[src/rtl/osd_cmd_tx.sv]
// OSD io bus initiator: frames one header word plus payload words
// fetched from a local word memory, with configurable bus timing.
module osd_cmd_tx #(
    parameter int SETUP     = 2,
    parameter int STROBE_HI = 1,
    parameter int STROBE_LO = 2,
    parameter int HOLD      = 1,
    parameter int GAP       = 2,
    parameter int AW        = 13
) (
    input  logic          clk_sys,
    input  logic          reset_n,
    input  logic          cmd_valid,
    output logic          cmd_ready,
    input  logic [7:0]    cmd_word,
    input  logic [AW-1:0] cmd_addr,
    input  logic [AW-1:0] cmd_len,
    input  logic          abort,
    output logic [AW-1:0] rd_addr,
    input  logic [15:0]   rd_data,
    output logic          io_osd,
    output logic          io_strobe,
    output logic [15:0]   io_din,
    output logic          busy,
    output logic          done
);

    typedef enum logic [2:0] {
        S_IDLE,
        S_SETUP,
        S_STRB_H,
        S_STRB_L,
        S_HOLD,
        S_GAP
    } state_t;

    localparam logic [7:0] SETUP_L = 8'(SETUP - 1);
    localparam logic [7:0] HI_L    = 8'(STROBE_HI - 1);
    localparam logic [7:0] LO_L    = 8'(STROBE_LO - 1);
    localparam logic [7:0] HOLD_L  = 8'(HOLD - 1);
    // GAP state covers GAP-1 cycles; the IDLE accept cycle is the last low one
    localparam logic [7:0] GAP_L   = 8'(GAP - 2);

    state_t        state, state_d;
    logic [7:0]    cnt, cnt_d;
    logic [AW-1:0] addr_q, addr_d;
    logic [AW-1:0] len_q, len_d;
    logic [AW-1:0] idx_q, idx_d;
    logic          fetch_q, fetch_d;
    logic          loaded_q, loaded_d;
    logic          abort_q, abort_d;
    logic          abort_seen;
    logic [AW-1:0] rd_addr_d;
    logic [15:0]   io_din_d;

    // State, counters and all bus outputs are registered here
    always_ff @(posedge clk_sys) begin
        if (!reset_n) begin
            state     <= S_IDLE;
            cnt       <= '0;
            addr_q    <= '0;
            len_q     <= '0;
            idx_q     <= '0;
            fetch_q   <= 1'b0;
            loaded_q  <= 1'b0;
            abort_q   <= 1'b0;
            rd_addr   <= '0;
            io_din    <= '0;
            io_osd    <= 1'b0;
            io_strobe <= 1'b0;
            busy      <= 1'b0;
            done      <= 1'b0;
            cmd_ready <= 1'b0;
        end else begin
            state     <= state_d;
            cnt       <= cnt_d;
            addr_q    <= addr_d;
            len_q     <= len_d;
            idx_q     <= idx_d;
            fetch_q   <= fetch_d;
            loaded_q  <= loaded_d;
            abort_q   <= abort_d;
            rd_addr   <= rd_addr_d;
            io_din    <= io_din_d;
            io_osd    <= state_d inside {S_SETUP, S_STRB_H, S_STRB_L, S_HOLD};
            io_strobe <= (state_d == S_STRB_H);
            busy      <= (state_d != S_IDLE);
            done      <= (state_d == S_HOLD) && (cnt_d == HOLD_L);
            cmd_ready <= (state_d == S_IDLE);
        end
    end

    // Next-state, word fetch and abort tracking
    always_comb begin
        state_d    = state;
        cnt_d      = cnt + 8'd1;
        addr_d     = addr_q;
        len_d      = len_q;
        idx_d      = idx_q;
        fetch_d    = fetch_q;
        loaded_d   = loaded_q;
        abort_d    = abort_q;
        rd_addr_d  = rd_addr;
        io_din_d   = io_din;
        abort_seen = abort_q | abort;
        unique case (state)
            S_IDLE: begin
                cnt_d    = '0;
                abort_d  = 1'b0;
                fetch_d  = 1'b0;
                loaded_d = 1'b0;
                if (cmd_valid && cmd_ready) begin
                    state_d  = S_SETUP;
                    addr_d   = cmd_addr;
                    len_d    = cmd_len;
                    idx_d    = '0;
                    io_din_d = {8'h00, cmd_word};
                end
            end
            S_SETUP: begin
                if (cnt == SETUP_L) begin
                    state_d = S_STRB_H;
                    cnt_d   = '0;
                end
            end
            S_STRB_H: begin
                abort_d = abort_seen;
                if (cnt == HI_L) begin
                    state_d = S_STRB_L;
                    cnt_d   = '0;
                    // address goes out in low cycle 0 (sum wraps at 2^AW)
                    if ((idx_q < len_q) && !abort_seen) begin
                        rd_addr_d = addr_q + idx_q;
                        fetch_d   = 1'b1;
                    end
                end
            end
            S_STRB_L: begin
                abort_d = abort_seen;
                // memory answers one cycle after the address
                if ((cnt == 8'd1) && fetch_q && !abort_seen) begin
                    io_din_d = rd_data;
                    idx_d    = idx_q + AW'(1);
                    loaded_d = 1'b1;
                    fetch_d  = 1'b0;
                end
                if (cnt == LO_L) begin
                    cnt_d    = '0;
                    state_d  = (loaded_d && !abort_seen) ? S_STRB_H : S_HOLD;
                    loaded_d = 1'b0;
                    fetch_d  = 1'b0;
                end
            end
            S_HOLD: begin
                if (cnt == HOLD_L) begin
                    cnt_d   = '0;
                    state_d = (GAP > 1) ? S_GAP : S_IDLE;
                end
            end
            S_GAP: begin
                if (cnt == GAP_L) begin
                    cnt_d   = '0;
                    state_d = S_IDLE;
                end
            end
            default: state_d = S_IDLE;
        endcase
    end

endmodule

[config.mk]
export PLATFORM = sky130hd
export DESIGN_NAME = osd_cmd_tx
export DESIGN_NICKNAME = d
export VERILOG_FILES = /design/src/rtl/osd_cmd_tx.sv
export SDC_FILE = /design/constraint.sdc
export NUM_CORES = 1
export LEC_CHECK = 0
export ABC_AREA = 1
export CAP_MARGIN = 15
export CORE_MARGIN = 2
export CORE_UTILIZATION = 49
export CTS_BUF_LIST = sky130_fd_sc_hd__clkbuf_4
export CTS_CLUSTER_DIAMETER = 80
export DETAILED_ROUTE_END_ITERATION = 12
export PLACE_DENSITY = 0.8
export SLEW_MARGIN = 20
export SYNTH_ARGS = -nofsm -noshare
export SYNTH_HDL_FRONTEND = slang
export SYNTH_SLANG_ARGS = --single-unit
[constraint.sdc]
create_clock -name clk_sys -period 1.8 [get_ports clk_sys]
set_input_delay 0.36 -clock clk_sys [delete_from_list [all_inputs] [get_ports clk_sys]]
set_output_delay 0.36 -clock clk_sys [all_outputs]
set_load 0.01 [all_outputs]
==> flow_summary.rst, run 1 <==
.. list-table::
   :header-rows: 1

   * - Metric
     - Value
   * - Syn_area_per_cell
     - slightly below 7 um^2
   * - Synthesis-stage register bit count
     - a little under 90
   * - Worst slack at placement
     - -98.4 ps
   * - Leading cell type in the layout, fill and taps excluded
     - sky130_fd_sc_hd__nand2_1
   * - Max-cap violations
     - 0
   * - Transition time at the pin with the least slew margin
     - 378 ps
   * - Min cycle time layout
     - 1910 ps
   * - Initial standard-cell utilization of the core
     - around 50%
   * - Row count
     - 35
   * - Endpoint of the worst hold path
     - addr_q[9]
   * - Internal reg-to-reg setup slack
     - -110 ps
   * - Violations in the final reports
     - negative setup slack
   * - Latest clock arrival within the worst-skew pair
     - 450 ps
   * - Hold_buf cts
     - 0
   * - Initial antenna violation count
     - 0
   * - Critical register-to-register path startpoint
     - len_q[9]
   * - Total design power
     - 4.08 mW
   * - Fin crit share
     - 106%
   * - Area growth, synth to finish
     - 43.8%
   * - Commonest cells after routing, fill and taps aside
     - sky130_fd_sc_hd__nand2_1 (160), sky130_fd_sc_hd__clkdlybuf4s50_1 (84), sky130_fd_sc_hd__inv_1 (71), sky130_fd_sc_hd__dfxtp_1 (63), sky130_fd_sc_hd__a21oi_1 (61)
   * - VDD IR max
     - 529 uV
   * - Worst slew margin
     - between 70% and 80%
   * - Post-route setup slack
     - -106 ps
   * - Fraction of final layout cells sized beyond drive strength 1
     - a little under a quarter
   * - Residual antenna-violating net count after detailed routing
     - 0
   * - Max-slew violation total from the final report
     - 0
   * - Remaining global-route overflow
     - 0
   * - Cell variety after synth
     - 32
   * - Endpoint class of the critical path
     - flip-flop
   * - Final number of hold-violating endpoints
     - 0
   * - Half-perimeter wire length after placement
     - about 9 mm
   * - Clock sink count
     - between 80 and 90
   * - Maximum number of pins on one net before global-route repair
     - 52
   * - RR Endpoint
     - rd_addr[3]
   * - Total Routing Usage GR
     - approximately 26%
   * - Post-route DRC violation count
     - 0
   * - I/O pin total
     - 88
   * - Status
     - complete, but fails checks
   * - Final weighted congestion in routability-driven placement
     - 0.895
   * - Area of the core region
     - 0.00920 mm^2
   * - Seq/Total Area, Yosys
     - 37.8%
   * - Cell at the root of the clock tree
     - sky130_fd_sc_hd__clkbuf_4
   * - Worst min-delay path class
     - input port to flip-flop
   * - Number of inserted filler cells in the final layout
     - about 720
   * - CTS tree
     - built
   * - Final design instance area without fill
     - 0.00663 mm^2
   * - Hold Crit Depth
     - 3
   * - Worst-path clk slew
     - about 150 ps
   * - Average vias per placed instance
     - roughly 5.3
   * - Total of endpoints with negative setup slack in the final report
     - 13
   * - Critical Setup Path Class
     - flip-flop to flip-flop
   * - Maximum fanout along the worst path
     - 7
   * - Maximum count of clock buffers along a single path
     - 2
   * - Net count, final
     - 885
   * - Endpoint required time on the critical path
     - 2190 ps
   * - H-tree levels
     - 3
   * - Post-placement cell area
     - 0.00593 mm^2
   * - Global-route wire length before repair
     - approximately 21 mm
   * - Clock buffer count from CTS
     - 9
   * - Mapped Nets
     - 749
   * - Fmax
     - 525 MHz
   * - Port-buffer cells
     - 87
   * - Via count
     - 4836
   * - Unrepaired setup endpoints after global routing
     - yes
   * - Routed wirelength normalized by instance count
     - 14.3 um
   * - Warnings, synthesis
     - 0
   * - R2R cell count
     - 12
   * - Kind of launch point of the worst setup path
     - flip-flop
   * - Iter 0 DRT Violations
     - 249
   * - Min-delay src
     - cmd_addr[9]
   * - Data arrival time of the worst path
     - ~2300 ps
   * - Chip width
     - 101 um
   * - Power per unit of standard cell area
     - 616 mW/mm^2
   * - Number of inserted diodes
     - 0
   * - Clock tree skew after final layout
     - 19.3 ps
   * - Static leakage
     - 2.80 nW
   * - Via count of the first global-routing pass
     - 4649
   * - Overall die area
     - 0.0102 mm^2
   * - Post-Route Utilization
     - 72.1%
   * - Synthesized instance count
     - 666
   * - Post-synthesis instance area
     - about 0.0046 mm^2
   * - Die outline height
     - 101 um
   * - First-pass iteration count of the detailed router
     - 5
   * - Final wirelength
     - 13.1 mm
sequential cells by signal, summed over array words and instances (netlist names):
register   flops
io_din        16
addr_q        13
idx_q         13
len_q         13
rd_addr       13
cnt            8
state          3
abort_q        1
busy           1
cmd_ready      1
done           1
fetch_q        1
io_osd         1
io_strobe      1
loaded_q       1
layer usage:
| metal | up-vias | track usage, % | part of all wire (%) |
|---|---|---|---|
| met2 | 155 | 46.8 | 51 |
| met5 | - | 0 | 0 |
| met4 | 0 | 8.21 | 2.5 |
| met1 | 2221 | 29.9 | 42 |
| li1 | 2427 | - | - |
| met3 | 33 | 5.89 | 5.0 |
worst max-delay path by stage:
stage               from  slack [ps]          end
2_1_floorplan   idx_q[0]          50  rd_addr[12]
3_3_place_gp       abort         -90     idx_q[0]
3_5_place_dp   cmd_valid        -100     idx_q[0]
4_1_cts         idx_q[8]         -30   rd_addr[7]
5_1_grt         len_q[9]        -190   rd_addr[3]
6_report        len_q[9]        -110   rd_addr[3]
where the power goes:
part | internal (mW) | switching, mW | total, mW
Sequential | 2.02 | 0.0484 | 2.07
Combinational | 0.432 | 0.454 | 0.885
Clock | 0.427 | 0.705 | 1.13
synth_stat cells, drive strengths merged:
master / n / area [um^2]
inv: 84 / 315
nor3: 9 / 45.0
xnor2: 2 / 17.5
buf: 9 / 56.3
o31ai: 1 / 7.51
nand3b: 2 / 15.0
a31oi: 8 / 50.1
nor2: 57 / 244
ha: 28 / 350
clkinv: 2 / 7.51
nand4: 12 / 87.6
nand3: 35 / 185
nand2: 187 / 722
xor2: 11 / 96.3
clkbuf: 12 / 45.0
o21bai: 2 / 15.0
dfxtp: 87 / 1740
o21ai: 40 / 200
o21a: 1 / 7.51
nor3b: 1 / 7.51
a21oi: 74 / 370
nor4: 1 / 6.26
fa: 1 / 20.0
worst max-delay path: stages (launching register included):
cell and delay (ps):
sky130_fd_sc_hd__dfxtp_1 350, sky130_fd_sc_hd__inv_1 80, sky130_fd_sc_hd__ha_4 270, sky130_fd_sc_hd__nand2_1 50, sky130_fd_sc_hd__nor2_2 150, sky130_fd_sc_hd__inv_2 70
sky130_fd_sc_hd__nor2_4 100, sky130_fd_sc_hd__nand2_4 80, sky130_fd_sc_hd__buf_6 120, sky130_fd_sc_hd__nand4_1 180, sky130_fd_sc_hd__buf_6 210, sky130_fd_sc_hd__nand2_2 70
sky130_fd_sc_hd__a21oi_2 120
layout make-up:
cell class              instances  area [um^2]  share of cell area, %
well taps                     111          139                   2.09
repair buffers                146         1450                   21.9
flip-flops and latches         87         1770                   26.7
inverters                      86          327                   4.92
multi-input cells             472         2800                   42.3
clock inverters                 7         71.3                   1.08
clock buffers                   9         67.6                   1.02
kinds of logic (layout without fill, tap and decap cells):
group	after synthesis	after routing	share of synthesized area [%]
and+or+nand+nor	304	304	28.5
xor gates and xnor gates	13	13	2.47
DFF	87	87	37.8
buffers and inverters	107	248	9.19
AOI/OAI and AO/OA	126	126	14.1
adders and majority gates	29	29	8.03
per-stage QoR:
step	hold WS [ps]	setup TNS [ps]	instances
floorplan	425	0	666
global placement	433	-241	890
detailed placement	453	-502	890
CTS	421	-92.0	910
global route	431	-2000	918
finish	439	-894	918
repair_timing:
item	CTS	global route
resized for setup	32	91
setup endpoints to repair	14	31
cloned	1	1
pin swaps	14	31
setup buffers	3	7
(Power assumes the default switching activity.)
==> run 2: changes to the inputs <==
- ABC_AREA: 1 -> default
==> run 2 against run 1 <==
  * The flow still finishes with violations (negative setup slack)
  * Clock power is essentially flat
  * Hold slack gained 3.7 ps
  * Clock skew shrank 1.9 ps
  * Maximum frequency shrank 13%
  * Final cell count shrank 12%
  * First-iteration DRC count shrank 33%
  * Sequential share of layout area grew 0.81 points
  * Via count shrank 6.4%
  * Cell area shrank 3.5%
  * Combinational power shrank 32%
  * Count of clock-buffer cells in the layout is the same
  * Critical path type unchanged
  * Largest cell class unchanged
==> flow_summary.rst, run 2 <==
.. list-table::
   :header-rows: 1

   * - Metric
     - Value
   * - Critical Setup Path Class
     - flip-flop to flip-flop (unchanged)
   * - Cell at the root of the clock tree
     - sky130_fd_sc_hd__clkbuf_4 (unchanged)
   * - Residual antenna-violating net count after detailed routing
     - 0 (unchanged)
   * - Area growth, synth to finish
     - 40.4% (was 43.8%)
   * - Die outline height
     - 100 um (was 101 um)
   * - Clock sink count
     - 87 (unchanged)
   * - Final weighted congestion in routability-driven placement
     - 0.899 (was 0.895)
   * - Most frequent cell after synthesis
     - sky130_fd_sc_hd__nand2_1 (unchanged)
   * - Total Routing Usage GR
     - 24.3% (was 25.8%)
   * - Chain of cells forming the critical path
     - ha_1 -> nand3_1 -> o2111a_1 -> nor4_1 -> nor3_1 -> nand3b_2 -> a21oi_2 (was inv_1 -> ha_4 -> nand2_1 -> nor2_2 -> inv_2 -> nor2_4 -> nand2_4 -> buf_6 -> nand4_1 -> buf_6 -> nand2_2 -> a21oi_2)
   * - I/O pin total
     - 88 (unchanged)
   * - Flip-flop count of the largest register, all copies and words added
     - 16 (unchanged)
   * - Maximum count of clock buffers along a single path
     - 2 (unchanged)
   * - Library cell contributing the largest single delay on the critical path
     - sky130_fd_sc_hd__nor4_1 (was sky130_fd_sc_hd__dfxtp_1)
   * - Register containing the most flip-flops in the final layout
     - io_din (unchanged)
   * - Post-route DRC violation count
     - 0 (unchanged)
   * - Fin crit share
     - 122% (was 106%)
   * - Area leader, netlist
     - sky130_fd_sc_hd__dfxtp_1 (unchanged)
   * - Final number of hold-violating endpoints
     - 0 (unchanged)
   * - Via count of the first global-routing pass
     - 4461 (was 4649)
   * - First-pass iteration count of the detailed router
     - 4 (was 5)
   * - CTS tree
     - built (unchanged)
   * - Total design power
     - 3.75 mW (was 4.08 mW)
   * - Post-route worst hold slack
     - 443 ps (was 439 ps)
   * - Clock buffer count from CTS
     - 9 (unchanged)
   * - Family with the most delay on the worst path
     - simple AND/OR/NAND/NOR gates (unchanged)
   * - Post-synthesis instance area
     - 0.00456 mm^2 (was 0.00461 mm^2)
   * - Status
     - complete, but fails checks (unchanged)
   * - Transition time at the pin with the least slew margin
     - 546 ps (was 378 ps)
   * - Crit-path max cell delay
     - 480 ps (was 350 ps)
   * - Leading cell type in the layout, fill and taps excluded
     - sky130_fd_sc_hd__nand2_1 (unchanged)
   * - Power per unit of standard cell area
     - 585 mW/mm^2 (was 616 mW/mm^2)
   * - Most area-consuming cells after synthesis
     - sky130_fd_sc_hd__dfxtp_1 (38%), sky130_fd_sc_hd__ha_1 (7.7%), sky130_fd_sc_hd__nand2_1 (7.5%) (was sky130_fd_sc_hd__dfxtp_1 (38%), sky130_fd_sc_hd__nand2_1 (15%), sky130_fd_sc_hd__a21oi_1 (8.0%))
   * - Mapped Nets
     - 630 (was 749)
   * - Global-route wire length before repair
     - 19.5 mm (was 21.0 mm)
   * - Iter 0 DRT Violations
     - 167 (was 249)
   * - Average vias per placed instance
     - 5.57 (was 5.27)
   * - Area fraction of the dominant cell type after synthesis
     - 38.2% (was 37.8%)
   * - Hold_buf cts
     - 0 (unchanged)
   * - Final wirelength
     - 12.8 mm (was 13.1 mm)
   * - Number of cells in the finished layout apart from fillers
     - 812 (was 918)
   * - Synthesized instance count
     - 547 (was 666)
   * - Max-slew violation total from the final report
     - 0 (unchanged)
   * - Row count
     - 35 (unchanged)
   * - Commonest cells after routing, fill and taps aside
     - sky130_fd_sc_hd__nand2_1 (90), sky130_fd_sc_hd__clkdlybuf4s50_1 (83), sky130_fd_sc_hd__buf_4 (75), sky130_fd_sc_hd__dfxtp_1 (71), sky130_fd_sc_hd__a21oi_1 (55) (was sky130_fd_sc_hd__nand2_1 (160), sky130_fd_sc_hd__clkdlybuf4s50_1 (84), sky130_fd_sc_hd__inv_1 (71), sky130_fd_sc_hd__dfxtp_1 (63), sky130_fd_sc_hd__a21oi_1 (61))
   * - Number of inserted diodes
     - 0 (unchanged)
   * - Data arrival time of the worst path
     - 2590 ps (was 2290 ps)
   * - Max-cap violations
     - 0 (unchanged)
   * - Endpoint required time on the critical path
     - 2190 ps (about the same)
   * - Worst slew margin
     - 63.3% (was 74.6%)
   * - Remaining global-route overflow
     - 0 (unchanged)
   * - Total of endpoints with negative setup slack in the final report
     - 15 (was 13)
   * - Port-buffer cells
     - 87 (unchanged)
   * - Number of buffers and inverters on the critical path
     - 0 (was 4)
   * - Overall die area
     - 0.0101 mm^2 (was 0.0102 mm^2)
   * - Initial standard-cell utilization of the core
     - 49.8% (was 50.2%)
   * - Warnings, synthesis
     - 0 (unchanged)
   * - Seq/Total Area, Yosys
     - 38.2% (was 37.8%)
   * - Top cells by instance count after synthesis
     - sky130_fd_sc_hd__nand2_1 (91), sky130_fd_sc_hd__dfxtp_1 (87), sky130_fd_sc_hd__a21oi_1 (59) (was sky130_fd_sc_hd__nand2_1 (183), sky130_fd_sc_hd__dfxtp_1 (87), sky130_fd_sc_hd__inv_1 (82))
   * - Half-perimeter wire length after placement
     - 9.15 mm (was 9.26 mm)
   * - Synthesis-stage register bit count
     - 87 (unchanged)
   * - Cell count after placement
     - 789 (was 890)
   * - Maximum number of pins on one net before global-route repair
     - 29 (was 52)
   * - H-tree levels
     - 3 (unchanged)
   * - Endpoint class of the critical path
     - flip-flop (unchanged)
   * - Post-route setup slack
     - -402 ps (was -106 ps)
   * - Kind of launch point of the worst setup path
     - flip-flop (unchanged)
   * - FFs w/ async S/R, synth
     - 0% (unchanged)
   * - Area of the core region
     - 0.00915 mm^2 (was 0.00920 mm^2)
   * - Latest clock arrival within the worst-skew pair
     - 450 ps (about the same)
   * - Via count
     - 4525 (was 4836)
   * - Fraction of final layout cells sized beyond drive strength 1
     - 23.4% (was 23.3%)
   * - Clock tree skew after final layout
     - 17.3 ps (was 19.3 ps)
   * - Maximum fanout along the worst path
     - 4 (was 7)
   * - Chip width
     - 100 um (was 101 um)
   * - Cell variety after synth
     - 62 (was 32)
   * - Initial antenna violation count
     - 0 (unchanged)
   * - Routed wirelength normalized by instance count
     - 15.7 um (was 14.3 um)
   * - Static leakage
     - 2.55 nW (was 2.80 nW)
   * - Net count, final
     - 779 (was 885)
   * - Min cycle time layout
     - 2200 ps (was 1910 ps)
   * - Worst-path clk slew
     - 150 ps (about the same)
   * - Worst min-delay path class
     - input port to flip-flop (unchanged)
   * - Fmax
     - 454 MHz (was 525 MHz)
   * - Syn_area_per_cell
     - 8.34 um^2 (was 6.93 um^2)
   * - VDD IR max
     - 291 uV (was 529 uV)
   * - EDFF count, synth
     - 0 (unchanged)
   * - Unrepaired setup endpoints after global routing
     - yes (unchanged)
   * - Prevailing post-synth register cell
     - sky130_fd_sc_hd__dfxtp_1 (unchanged)
   * - Violations in the final reports
     - negative setup slack (unchanged)
==> run 2: cell types whose count changed after synthesis, sizes merged, moves of 9 or more <==
cell	before	now
inv	84	23
nor2b	0	9
o21ai	40	14
xnor2	2	12
nand2	187	91
a21oi	74	60
mux2i	0	9
==> run 2: report_power, final <==
part           total, mW  leakage [nW]  switching (mW)  internal [mW]
combinational      0.599          1.77           0.282          0.317
clock               1.13        0.0658           0.707          0.422
sequential          2.02         0.713          0.0348           1.98
total               3.75          2.55            1.02           2.72
==> run 2: layer usage <==
layer | global-route usage (%) | wire length [um] | part of all wire, % | vias to the layer above
li1 | - | - | - | 2194
met4 | 8.22 | 211 | 1.7 | 0
met1 | 26.7 | 5140 | 40 | 2195
met5 | 0 | 0 | 0 | -
met3 | 5.48 | 608 | 4.8 | 17
met2 | 45.9 | 6800 | 53 | 119
==> run 2: area by class of cell <==
cell class                 instances  area [um^2]
multi-input combinational        408         2750
fill                             706         2750
sequential                        87         1760
timing repair buffer             167         1520
tap                              111          139
inverter                          23         86.3
clock inverter                     7         73.8
clock buffer                       9         67.6
==> run 2: path summary, 6_finish.rpt <==
| check | startpoint | end | slack [ps] | depth (start not counted) |
|---|---|---|---|---|
| worst max-delay path | idx_q[2] | rd_addr[11] | -400 | 7 |
| worst min-delay path | rd_data[10] | io_din[10] | 440 | 3 |
| worst max register to register | idx_q[2] | rd_addr[11] | -400 | 7 |
| worst min register to register | len_q[8] | len_q[8] | 470 | 2 |
==> run 2: kinds of logic after synthesis <==
family / after synthesis / share of synthesized area, %
buffers and inverters: 52 / 5.41
AND/OR/NAND/NOR: 226 / 23.4
AO/OA/AOI/OAI: 116 / 17.4
adder cells (fa/ha/maj): 29 / 8.12
multiplexers: 11 / 2.47
XOR/XNOR: 26 / 4.99
flip-flops: 87 / 38.2
==> run 2: worst reg2reg max path, delay by kind of cell, from the launching register on <==
family	cells	cell delay [ps]
compound gates	2	400
fa+ha+maj	1	400
flops	1	390
simple gates	4	970
==> run 2: stage by stage <==
step	TNS (ps)	setup WS [ps]	util, %	instance area [um^2]
CTS	-4960	-377	68.0	6220
detailed placement	-14620	-640	65.5	6000
floorplan	-3250	-328	-	4590
global placement	-11640	-539	65.5	6000
global route	-7080	-585	70.0	6400
finish	-5430	-402	70.0	6400
==> run 2: repair_timing <==
item | 4_1_cts | 5_1_grt
setup buffers | 3 | 3
pin swaps | 12 | 11
cloned | 0 | 1
resized for setup | 16 | 35
endpoints found under the setup margin | 17 | 45
==> run 3: changes to the inputs <==
- TNS_END_PERCENT: default -> 5
==> run 3 against run 2 <==
  * The run still ends with negative setup slack left
  * Sequential power barely moved
  * Hold slack got worse by 6.0 ps
  * Utilization fell by 0.94 points
  * Flip-flop and latch count did not move
  * Non-clock buffer count fell by 4
  * Power rose by 2.6%
  * First-iteration DRC count rose by 26%
  * Count of clock-buffer cells in the layout did not move
  * Critical endpoint is now rd_addr[10]
  * Highest routed layer unchanged
==> flow_summary.rst, run 3 (synthesized netlist as in run 2, its figures left out) <==
.. list-table::
   :header-rows: 1

   * - Metric
     - Value
   * - Status
     - complete, but fails checks (unchanged)
   * - Violations in the final reports
     - negative setup slack (unchanged)
   * - Via count of the first global-routing pass
     - 4399 (was 4461)
   * - Routed wirelength normalized by instance count
     - 15.7 um (about the same)
   * - Post-route setup slack
     - -358 ps (was -402 ps)
   * - Endpoint required time on the critical path
     - 2180 ps (was 2190 ps)
   * - VDD IR max
     - 308 uV (was 291 uV)
   * - Sw Share
     - 25.9% (was 27.3%)
   * - Kind of launch point of the worst setup path
     - flip-flop (unchanged)
   * - Worst min-delay path class
     - input port to flip-flop (unchanged)
   * - Internal reg-to-reg setup slack
     - -360 ps (was -400 ps)
   * - Max-cap violations
     - 0 (unchanged)
   * - Final number of hold-violating endpoints
     - 0 (unchanged)
   * - Latest clock arrival within the worst-skew pair
     - 450 ps (about the same)
   * - Commonest cells after routing, fill and taps aside
     - sky130_fd_sc_hd__nand2_1 (91), sky130_fd_sc_hd__clkdlybuf4s50_1 (86), sky130_fd_sc_hd__dfxtp_1 (72), sky130_fd_sc_hd__buf_4 (71), sky130_fd_sc_hd__a21oi_1 (56) (was sky130_fd_sc_hd__nand2_1 (90), sky130_fd_sc_hd__clkdlybuf4s50_1 (83), sky130_fd_sc_hd__buf_4 (75), sky130_fd_sc_hd__dfxtp_1 (71), sky130_fd_sc_hd__a21oi_1 (55))
   * - Unrepaired setup endpoints after global routing
     - yes (unchanged)
   * - Maximum number of pins on one net before global-route repair
     - 29 (unchanged)
   * - Power Internal
     - 2.85 mW (was 2.72 mW)
   * - Register containing the most flip-flops in the final layout
     - io_din (unchanged)
   * - Remaining global-route overflow
     - 0 (unchanged)
   * - Power per unit of standard cell area
     - 609 mW/mm^2 (was 585 mW/mm^2)
   * - Net count, final
     - 776 (was 779)
   * - Flip-flop count of the largest register, all copies and words added
     - 16 (unchanged)
   * - R2R cell count
     - 9 (was 7)
   * - Clock sink count
     - 87 (unchanged)
   * - Worst slew margin
     - 73.9% (was 63.3%)
   * - First-pass iteration count of the detailed router
     - 5 (was 4)
   * - Chip width
     - 100 um (unchanged)
   * - Total of endpoints with negative setup slack in the final report
     - 16 (was 15)
   * - Number of inserted diodes
     - 0 (unchanged)
   * - Critical register-to-register path startpoint
     - idx_q[12] (was idx_q[2])
   * - CTS tree
     - built (unchanged)
   * - Clock tree skew after final layout
     - 19.2 ps (was 17.3 ps)
   * - Endpoint class of the critical path
     - flip-flop (unchanged)
   * - Seq. cell area
     - 0.00176 mm^2 (about the same)
   * - Final wirelength
     - 12.7 mm (was 12.8 mm)
   * - Total Routing Usage GR
     - 24.2% (was 24.3%)
   * - Relative contribution of the clock network to total power
     - 32.0% (was 30.1%)
   * - H-tree levels
     - 3 (unchanged)
   * - Cell at the root of the clock tree
     - sky130_fd_sc_hd__clkbuf_4 (unchanged)
   * - Fraction of power consumed by sequential logic
     - 52.5% (was 53.9%)
   * - Area occupied by multi-input gates
     - 0.00271 mm^2 (was 0.00275 mm^2)
   * - Port-buffer cells
     - 87 (unchanged)
   * - Maximum count of clock buffers along a single path
     - 2 (unchanged)
   * - Post-placement cell area
     - 0.00597 mm^2 (was 0.00600 mm^2)
   * - Total net switching power
     - 0.995 mW (was 1.02 mW)
   * - Max-slew violation total from the final report
     - 0 (unchanged)
   * - Static leakage
     - 2.53 nW (was 2.55 nW)
   * - Average vias per placed instance
     - 5.56 (was 5.57)
   * - Area growth, synth to finish
     - 38.5% (was 40.4%)
   * - Half-perimeter wire length after placement
     - 9.24 mm (was 9.15 mm)
   * - Post-route DRC violation count
     - 0 (unchanged)
   * - Iter 0 DRT Violations
     - 210 (was 167)
   * - Proportion of power drawn by combinational gates
     - 15.5% (was 16.0%)
   * - Initial standard-cell utilization of the core
     - 49.8% (unchanged)
   * - Row count
     - 35 (unchanged)
   * - Area of the core region
     - 0.00915 mm^2 (unchanged)
   * - Fraction of final layout cells sized beyond drive strength 1
     - 21.1% (was 23.4%)
   * - Critical Setup Path Class
     - flip-flop to flip-flop (unchanged)
   * - Final design instance area without fill
     - 0.00632 mm^2 (was 0.00640 mm^2)
   * - I/O pin total
     - 88 (unchanged)
   * - Die outline height
     - 100 um (unchanged)
   * - Worst-path clk slew
     - 140 ps (was 150 ps)
   * - Overall die area
     - 0.0101 mm^2 (unchanged)
   * - Leading cell type in the layout, fill and taps excluded
     - sky130_fd_sc_hd__nand2_1 (unchanged)
   * - Endpoint of the worst hold path
     - len_q[3] (was io_din[10])
   * - Global-route wire length before repair
     - 19.5 mm (about the same)
   * - Via count
     - 4496 (was 4525)
   * - Fin crit share
     - 120% (was 122%)
   * - Transition time at the pin with the least slew margin
     - 390 ps (was 546 ps)
   * - Residual antenna-violating net count after detailed routing
     - 0 (unchanged)
   * - Min cycle time layout
     - 2160 ps (was 2200 ps)
   * - Fmax
     - 463 MHz (was 454 MHz)
   * - Number of inserted filler cells in the final layout
     - 689 (was 706)
   * - Initial antenna violation count
     - 0 (unchanged)
   * - Data arrival time of the worst path
     - 2540 ps (was 2590 ps)
   * - Maximum fanout along the worst path
     - 9 (was 4)
   * - Final weighted congestion in routability-driven placement
     - 0.913 (was 0.899)
   * - Post-Route Utilization
     - 69.0% (was 70.0%)
   * - Hold Crit Depth
     - 3 (unchanged)
   * - RR Endpoint
     - rd_addr[10] (was rd_addr[11])
   * - Min-delay src
     - cmd_len[3] (was rd_data[10])
   * - Clock buffer count from CTS
     - 9 (unchanged)
   * - Total negative slack
     - -4510 ps (was -5430 ps)
-- run 3: power groups by stage --
stage | clock (mW) | combinational, mW | sequential, mW
after floorplan | 0 | 0.279 | 2.06
after global placement | 0 | 0.545 | 2.06
after detailed placement | 0 | 0.562 | 2.06
after CTS | 1.24 | 0.569 | 2.02
after global routing | 1.34 | 0.643 | 2.03
final | 1.23 | 0.594 | 2.02
-- run 3: worst max-delay path: stages (launching register included) --
cell	delay, ps
sky130_fd_sc_hd__dfxtp_2	360
sky130_fd_sc_hd__ha_4	250
sky130_fd_sc_hd__a2111oi_4	300
sky130_fd_sc_hd__o211ai_2	180
sky130_fd_sc_hd__buf_4	180
sky130_fd_sc_hd__a41oi_4	230
sky130_fd_sc_hd__buf_6	150
sky130_fd_sc_hd__o21ai_4	100
sky130_fd_sc_hd__a31o_1	220
sky130_fd_sc_hd__a21oi_2	130
-- run 3: worst max-delay path by stage --
stage	startpoint	endpoint	slack, ps	cells past startpoint
floorplan	idx_q[12]	rd_addr[4]	-330	8
global placement	abort	rd_addr[9]	-570	8
finish	idx_q[12]	rd_addr[10]	-360	9
global route	len_q[10]	rd_addr[9]	-460	10
detailed placement	abort	rd_addr[10]	-670	8
CTS	idx_q[12]	rd_addr[10]	-420	8
-- run 3: routing by layer --
metal	GRT usage (%)	vias up	part of all wire, %
met5	0	-	0
met4	7.48	0	2.4
met3	4.65	28	5.3
met2	45.9	136	53
met1	27.1	2139	39
li1	-	2193	-
-- run 3: per-stage QoR --
stage | setup slack (ps) | hold WS, ps | instances | power [mW]
6_report | -358 | 437 | 809 | 3.85
2_1_floorplan | -328 | 432 | 547 | 2.34
3_5_place_dp | -675 | 455 | 786 | 2.62
4_1_cts | -422 | 445 | 802 | 3.83
3_3_place_gp | -571 | 447 | 786 | 2.60
5_1_grt | -458 | 437 | 809 | 4.01
-- run 3: layout make-up --
| class | instances | area share [%] |
|---|---|---|
| clock buffer | 9 | 1.07 |
| inverter | 23 | 1.37 |
| timing repair buffer | 163 | 23.3 |
| multi-input combinational | 409 | 42.8 |
| clock inverter | 7 | 1.35 |
| sequential | 87 | 27.9 |
| tap | 111 | 2.20 |
-- run 3: timing repair --
| item | in CTS | in global routing |
|---|---|---|
| hold buffers | 0 | 0 |
| buffers inserted | 0 | 6 |
| pin swaps | 3 | 7 |
| endpoints found under the setup margin | 17 | 43 |
| gates resized for setup | 8 | 29 |
| cloned | 0 | 1 |
